===== config.mk =====
export PLATFORM = sky130hd
export DESIGN_NAME = reg_file_8x16
export DESIGN_NICKNAME = d
export VERILOG_FILES = /design/src/rtl/reg_file_8x16.sv
export SDC_FILE = /design/constraint.sdc
export NUM_CORES = 1
export LEC_CHECK = 0
export BUFFER_PORTS_ARGS = -buffer_cell sky130_fd_sc_hd__buf_2
export CAP_MARGIN = 0
export CORE_MARGIN = 5
export CORE_UTILIZATION = 40
export DETAILED_ROUTE_END_ITERATION = 10
export GPL_TIMING_DRIVEN = 1
export PLACE_DENSITY = 0.65
export SYNTH_ARGS = -nofsm -noshare
export SYNTH_HDL_FRONTEND = slang
export SYNTH_SLANG_ARGS = --single-unit

===== constraint.sdc =====
create_clock -name clk -period 1.5 [get_ports clk]
set_input_delay 0.225 -clock clk [delete_from_list [all_inputs] [get_ports clk]]
set_output_delay 0.225 -clock clk [all_outputs]
set_load 0.05 [all_outputs]

===== src/rtl/reg_file_8x16.sv =====
// reg_file_8x16: 8 x 16-bit register file with one synchronous write port,
// two combinational read ports (A, B), direct per-register outputs q0..q7
// that feed the downstream 8-to-1 operand mux, and a clear sequencer that
// zeroes one register per cycle on request.
//
// Optional feature: define REG_BYPASS_EN to forward an accepted write onto
// read ports A/B in the same cycle when the read address matches. q0..q7
// always show stored contents.
module reg_file_8x16 #(
    parameter int WIDTH = 16,
    parameter int DEPTH = 8,
    parameter int AW    = 3
) (
    input  logic             clk,
    input  logic             rst_n,
    input  logic             wr_en,
    input  logic [AW-1:0]    wr_addr,
    input  logic [WIDTH-1:0] wr_data,
    input  logic             clr_req,
    output logic             busy,
    input  logic [AW-1:0]    rd_addr_a,
    output logic [WIDTH-1:0] rd_data_a,
    input  logic [AW-1:0]    rd_addr_b,
    output logic [WIDTH-1:0] rd_data_b,
    output logic [WIDTH-1:0] q0,
    output logic [WIDTH-1:0] q1,
    output logic [WIDTH-1:0] q2,
    output logic [WIDTH-1:0] q3,
    output logic [WIDTH-1:0] q4,
    output logic [WIDTH-1:0] q5,
    output logic [WIDTH-1:0] q6,
    output logic [WIDTH-1:0] q7
);

    typedef enum logic {
        ST_IDLE  = 1'b0,
        ST_CLEAR = 1'b1
    } state_t;

    state_t           r_state;
    state_t           w_state_nxt;
    logic [AW-1:0]    r_clr_cnt;
    logic [AW-1:0]    w_clr_cnt_nxt;
    logic             w_busy;
    logic             w_wr_commit;
    logic [WIDTH-1:0] r_regs [DEPTH];

    // Sequencer state and clear pointer.
    always_ff @(posedge clk or negedge rst_n) begin
        if (!rst_n) begin
            r_state   <= ST_IDLE;
            r_clr_cnt <= '0;
        end else begin
            r_state   <= w_state_nxt;
            r_clr_cnt <= w_clr_cnt_nxt;
        end
    end

    // Next-state, clear pointer and busy decode; clr_req is ignored outside IDLE.
    always_comb begin
        w_state_nxt   = r_state;
        w_clr_cnt_nxt = r_clr_cnt;
        w_busy        = 1'b0;
        case (r_state)
            ST_IDLE: begin
                if (clr_req) begin
                    w_state_nxt   = ST_CLEAR;
                    w_clr_cnt_nxt = '0;
                end
            end
            ST_CLEAR: begin
                w_busy = 1'b1;
                if (r_clr_cnt == AW'(DEPTH - 1)) begin
                    w_state_nxt   = ST_IDLE;
                    w_clr_cnt_nxt = '0;
                end else begin
                    w_clr_cnt_nxt = r_clr_cnt + 1'b1;
                end
            end
            default: begin
                w_state_nxt   = ST_IDLE;
                w_clr_cnt_nxt = '0;
            end
        endcase
    end

    // A write is accepted only in IDLE; writes during CLEAR are dropped.
    always_comb begin
        w_wr_commit = wr_en && (r_state == ST_IDLE);
    end

    // Register storage: clear slot has priority while sequencing, else the write port.
    always_ff @(posedge clk or negedge rst_n) begin
        if (!rst_n) begin
            for (int unsigned i = 0; i < DEPTH; i++) begin
                r_regs[i] <= '0;
            end
        end else if (r_state == ST_CLEAR) begin
            r_regs[r_clr_cnt] <= '0;
        end else if (w_wr_commit) begin
            r_regs[wr_addr] <= wr_data;
        end
    end

`ifdef REG_BYPASS_EN
    logic w_fwd_a;
    logic w_fwd_b;

    // Forwarding is also gated by rst_n so every output reads 0 during reset.
    always_comb begin
        w_fwd_a   = w_wr_commit && rst_n && (rd_addr_a == wr_addr);
        w_fwd_b   = w_wr_commit && rst_n && (rd_addr_b == wr_addr);
        rd_data_a = w_fwd_a ? wr_data : r_regs[rd_addr_a];
        rd_data_b = w_fwd_b ? wr_data : r_regs[rd_addr_b];
    end
`else
    // Read ports show stored contents only.
    always_comb begin
        rd_data_a = r_regs[rd_addr_a];
        rd_data_b = r_regs[rd_addr_b];
    end
`endif

    // Direct register taps for the operand mux, plus busy.
    always_comb begin
        busy = w_busy;
        q0   = r_regs[0];
        q1   = r_regs[1];
        q2   = r_regs[2];
        q3   = r_regs[3];
        q4   = r_regs[4];
        q5   = r_regs[5];
        q6   = r_regs[6];
        q7   = r_regs[7];
    end

endmodule

; Word level (Yosys, flattened, before mapping)
; Cells that the tools add are included.
; W data, S select, Z words.
[classes]
n_addsub = 1
mux = 20
n_eq_ne = 2
bitwise_logic = 7
n_lt_le_gt_ge = 6
n_reduce_logical = 4
[ops]
columns = cell, count
row1 = $mux W128, 2
row2 = $and A128 B128 Y128, 1
row3 = $bwmux W128, 1
row4 = $not A128 Y128, 1
row5 = $bmux W16 S3, 2
row6 = $demux W16 S3, 2
row7 = $mux W16, 6
row8 = $ge A4 B4 Y1 const B, 4
row9 = $not A3 Y4, 4
row10 = $lt A4 B1 Y1 const B, 2
row11 = $mux W3, 2
row12 = $pmux W3 S2, 1
row13 = $add A3 B1 Y3 const B, 1
row14 = $eq A3 B3 Y1 const B, 1
row15 = $logic_and A1 B1 Y1, 3
row16 = $mux W1, 3
row17 = $ne A2 B2 Y1 const B, 1
row18 = $pmux W1 S2, 1
row19 = $reduce_bool A2 Y1, 1
row20 = $not A1 Y1, 1
[word_totals]
register_bits = 132
in_bits = 29
out_inout_bits = 161

; Logic depth before layout (Yosys ltp)
[depth]
word_depth = 8
ltp_mapped = 6
mapped_depth_nobuf = 5

; Worst setup path before layout
; Ideal clock, no wire load.
[synth_path]
kind = register to output
from = register r_regs (netlist bit q3[12])
to = output port rd_data_a[12]
path_buffers = 0
setup_slack_ps = -228
arrival_ps = 1503
stages_incl_launch_ff = 3
path_cell_list = dfrtp_1 mux4_1 mux2_2
[synth_between]
elab_chain_len = 3
[synth_rtl]
columns = item, line_no
row1 = from (decl), 46  ; logic [WIDTH-1:0] r_regs [DEPTH];
row2 = "from (signal, indexed assignment)", 101  ; r_regs[wr_addr] <= wr_data;
row3 = $bmux W16 S3, 119  ; rd_data_a = r_regs[rd_addr_a];
row4 = $mux W16 (implied by the code) (2 in a row), 119
row5 = to (decl), 22  ; output logic [WIDTH-1:0] rd_data_a,
; Every way passes these cells. The select of a mux whose other input is x is not followed.

; Final worst setup path
[layout_path]
from = register r_regs (netlist bit q7[3])
to = output port rd_data_b[3]
[layout_between]
elab_chain_len = 3
[layout_rtl]
columns = item, line_no
row1 = $bmux W16 S3, 120  ; rd_data_b = r_regs[rd_addr_b];
row2 = $mux W16 (implied by the code) (2 in a row), 120
row3 = to (decl), 24  ; output logic [WIDTH-1:0] rd_data_b,
; Every way passes these cells. The select of a mux whose other input is x is not followed.

==> run_results.csv <==
group,metric,value,unit
setup_path,reg2reg_from,"r_state$_DFF_PN0_",
floorplanning,coreArea,19270,µm²
floorplanning,placementRows,51,
setup_path,crit_path_start_kind,"flip-flop",
clocking,numCtsBuffers,17,
synthesis,synth_area,7747,µm²
setup_path,critPathKind,"flip-flop to output port",
cells_and_area,fillCellCount,1556,
placement,place_ws,-370.1,ps
placement,place.gp.congestion,0.9081,
global_routing,grt_max_degree,84,
setup_path,critPathMaxFanout,4,
clocking,clock-sinks,132,
sta,clock_skew,6.848,ps
synthesis,synth.distinct_cells,29,
cells_and_area,nets,959,
routing,dr.pass1.iters,5,
clocking,tritoncts,"yes",
synthesis,synth-seq-cells,132,
outcome,violations,"negative setup slack",
synthesis,yosysWarnings,0,
clocking,cts_max_level,4,
routing,drt_iter0_drc,398,
global_routing,antenna_found_initial,0,
cells_and_area,fin_util,0.5984,
clocking,ctsRootBufferMaster,"clkbuf_16",
sta,timing.fmax,0.4924,GHz
sta,fin_crit,2031,ps
global_routing,grt_pass1_wl,40990,µm
clocking,cts.reportedPaths.clkPinSlew,60,ps
sta,report.final.slew_viol_count,0,
placement,numPortBuffers,189,
routing,ant_nets,0,
cells_and_area,stdcell_count,1205,
sta,fin_ws,-531.1,ps
setup_path,crit_start,"q7[3]$_DFFE_PN0P_",
run,cap_violations,0,
setup_path,endpoint_kind,"output port",
worst_hold_path,hold_start,"clr_req",
setup_path,crit_arrival,1810,ps
sta,period_share,1.354,
placement,placed_cells,1157,
clocking,clk_latency,430,ps
sta,final_hold_viol_count,0,
synthesis,postSynthCellCount,585,
routing,num_vias,6395,
floorplanning,ios,190,
worst_hold_path,hold_path_class,"input pin to flip-flop",
global_routing,grt_pass1_vias,6730,
cells_and_area,n_antenna_cell,0,
setup_path,r2r_slack,-60,ps
synthesis,seq_area_frac_synth,0.4264,
synthesis,synth_nets,617,
sta,finalSetupViolCount,88,
global_routing,grt_overflow,0,
floorplanning,die_height,149.2,µm
outcome,status,"finished with violations",
synthesis,synth_area_per_cell,13.24,µm²
pwr,cellLeakagePower,5.856,nW
sta,maxSlewHeadroom,0.6783,
sta,tightest_slew,482.6,ps
setup_path,worstPathRequired,1270,ps
floorplanning,die_w,149.2,µm
floorplanning,start_util,0.4020,
sta,tns,-17280,ps
cells_and_area,layout-drive-gt1-share,0.6766,
routing,wirelength,27660,µm
routing,vias_per_cell,5.307,
cells_and_area,syn2layout_area_growth,48.85,%
pwr,ir_drop,1.599,mV
global_routing,grt.total_usage,0.2503,
sta,rsz0062_at_grt,"yes",
placement,dp_hpwl,19880,µm
routing,routedWlPerCell,22.96,µm
clocking,cts_max_path_buffers,2,
floorplanning,dieArea,22250,µm²
pwr,powerDensity,2327,nW/µm²
routing,drc,0,
-- final cells by class --
class / instances / area [µm²] / share of cell area
Tap cell: 265 / 331.6 / 0.02875
Timing Repair Buffer: 373 / 3039 / 0.2635
Clock inverter: 14 / 203.9 / 0.01768
Sequential cell: 132 / 3467 / 0.3006
Multi-Input combinational cell: 385 / 3994 / 0.3463
Inverter: 18 / 67.56 / 0.005859
Clock buffer: 18 / 429.2 / 0.03721
-- layer usage --
layer / wire length [µm] / part of all wire / track usage
met5: 0 / 0 / 0
met3: 2114 / 0.076 / 0.05652
met4: 570 / 0.021 / 0.06178
met2: 14060 / 0.51 / 0.4356
met1: 10920 / 0.39 / 0.3180
-- flip-flops by register name, indices dropped and copies added, names as in the netlist --
register	flops
q6	16
q0	16
q1	16
r_state	1
q3	16
r_clr_cnt	3
q4	16
q7	16
q2	16
q5	16
-- final timing paths --
path,end,cells after the start
max,rd_data_b[3],3
max in group asynchronous,q0[2]$_DFFE_PN0P_,3
min,r_clr_cnt[1]$_DFFE_PN0P_,2
min in group asynchronous,q3[10]$_DFFE_PN0P_,3
min reg2reg,q5[13]$_DFFE_PN0P_,2
max reg2reg,q7[7]$_DFFE_PN0P_,5
-- logic make-up (layout without fill, tap and decap cells) --
| group | count (synthesis) | after routing | synth area share |
|---|---|---|---|
| flip-flops | 132 | 132 | 0.4264 |
| AND/OR/NAND/NOR | 154 | 154 | 0.08737 |
| multiplexers | 225 | 225 | 0.4254 |
| adder cells (fa/ha/maj) | 3 | 3 | 0.004845 |
| buffers and inverters | 68 | 423 | 0.05362 |
| AO/OA/AOI/OAI | 3 | 3 | 0.002423 |
-- stage by stage --
step                      instance area [µm²]  hold slack, ps  power, mW
after floorplan                          7889          -70.59      15.60
after detailed placement                10330           244.4      21.19
after global placement                  10330           249.0      20.98
after CTS                               11390           49.77      26.60
final                                   11530           82.38      26.84
after global routing                    11530           72.52      27.92
-- synth_stat cells (all sizes together) --
cell	number	share of area
nand2	134	0.065
o32ai	1	0.0011
o21ai	2	0.0013
mux4	64	0.21
clkbuf	15	0.0073
inv	18	0.0087
ha	3	0.0048
nand4b	3	0.0034
nor2	3	0.0018
or4b	1	0.0013
dfrtp	132	0.43
nand4	1	0.00081
nor3b	3	0.0036
mux2	32	0.047
nand3b	3	0.0045
nand2b	2	0.0016
buf	35	0.038
and3	1	0.00081
nand4bb	3	0.0044
mux2i	129	0.17
-- placed cells by master, fill, tap and decap left out, types with 2 or more instances in the layout --
cell type / n
buf_12: 23
buf_2: 146
buf_4: 141
buf_6: 49
buf_8: 10
bufinv_16: 4
clkbuf_16: 19
clkinv_4: 5
clkinvlp_4: 3
dfrtp_1: 3
dfrtp_2: 128
ha_1: 3
inv_1: 18
inv_6: 2
mux2_4: 32
mux2i_1: 128
mux4_2: 64
nand2_1: 133
nand2b_1: 2
nand3b_1: 2
nand4b_1: 3
nand4bb_1: 3
nor2_1: 2
nor3b_4: 3
o21ai_0: 2
-- worst max-delay path: stages (launching register included) --
cell     delay (ps)
dfrtp_2         430
mux4_2          510
mux2_4          290
buf_6           160
-- power by group --
| group | switching, mW | internal (mW) |
|---|---|---|
| logic | 9.72 | 6.10 |
| clock network | 1.72 | 2.80 |
| registers | 1.36 | 5.13 |
| total | 12.8 | 14.0 |
-- repair_timing --
item,4_1_cts,5_1_grt
gates cloned,2,1
pin swaps,2,1
endpoints found under the hold margin,132,0
setup endpoints to repair,63,145
resized for setup,91,28
hold buffers,1,0
setup buffers,11,4
(Power assumes the default switching activity.)
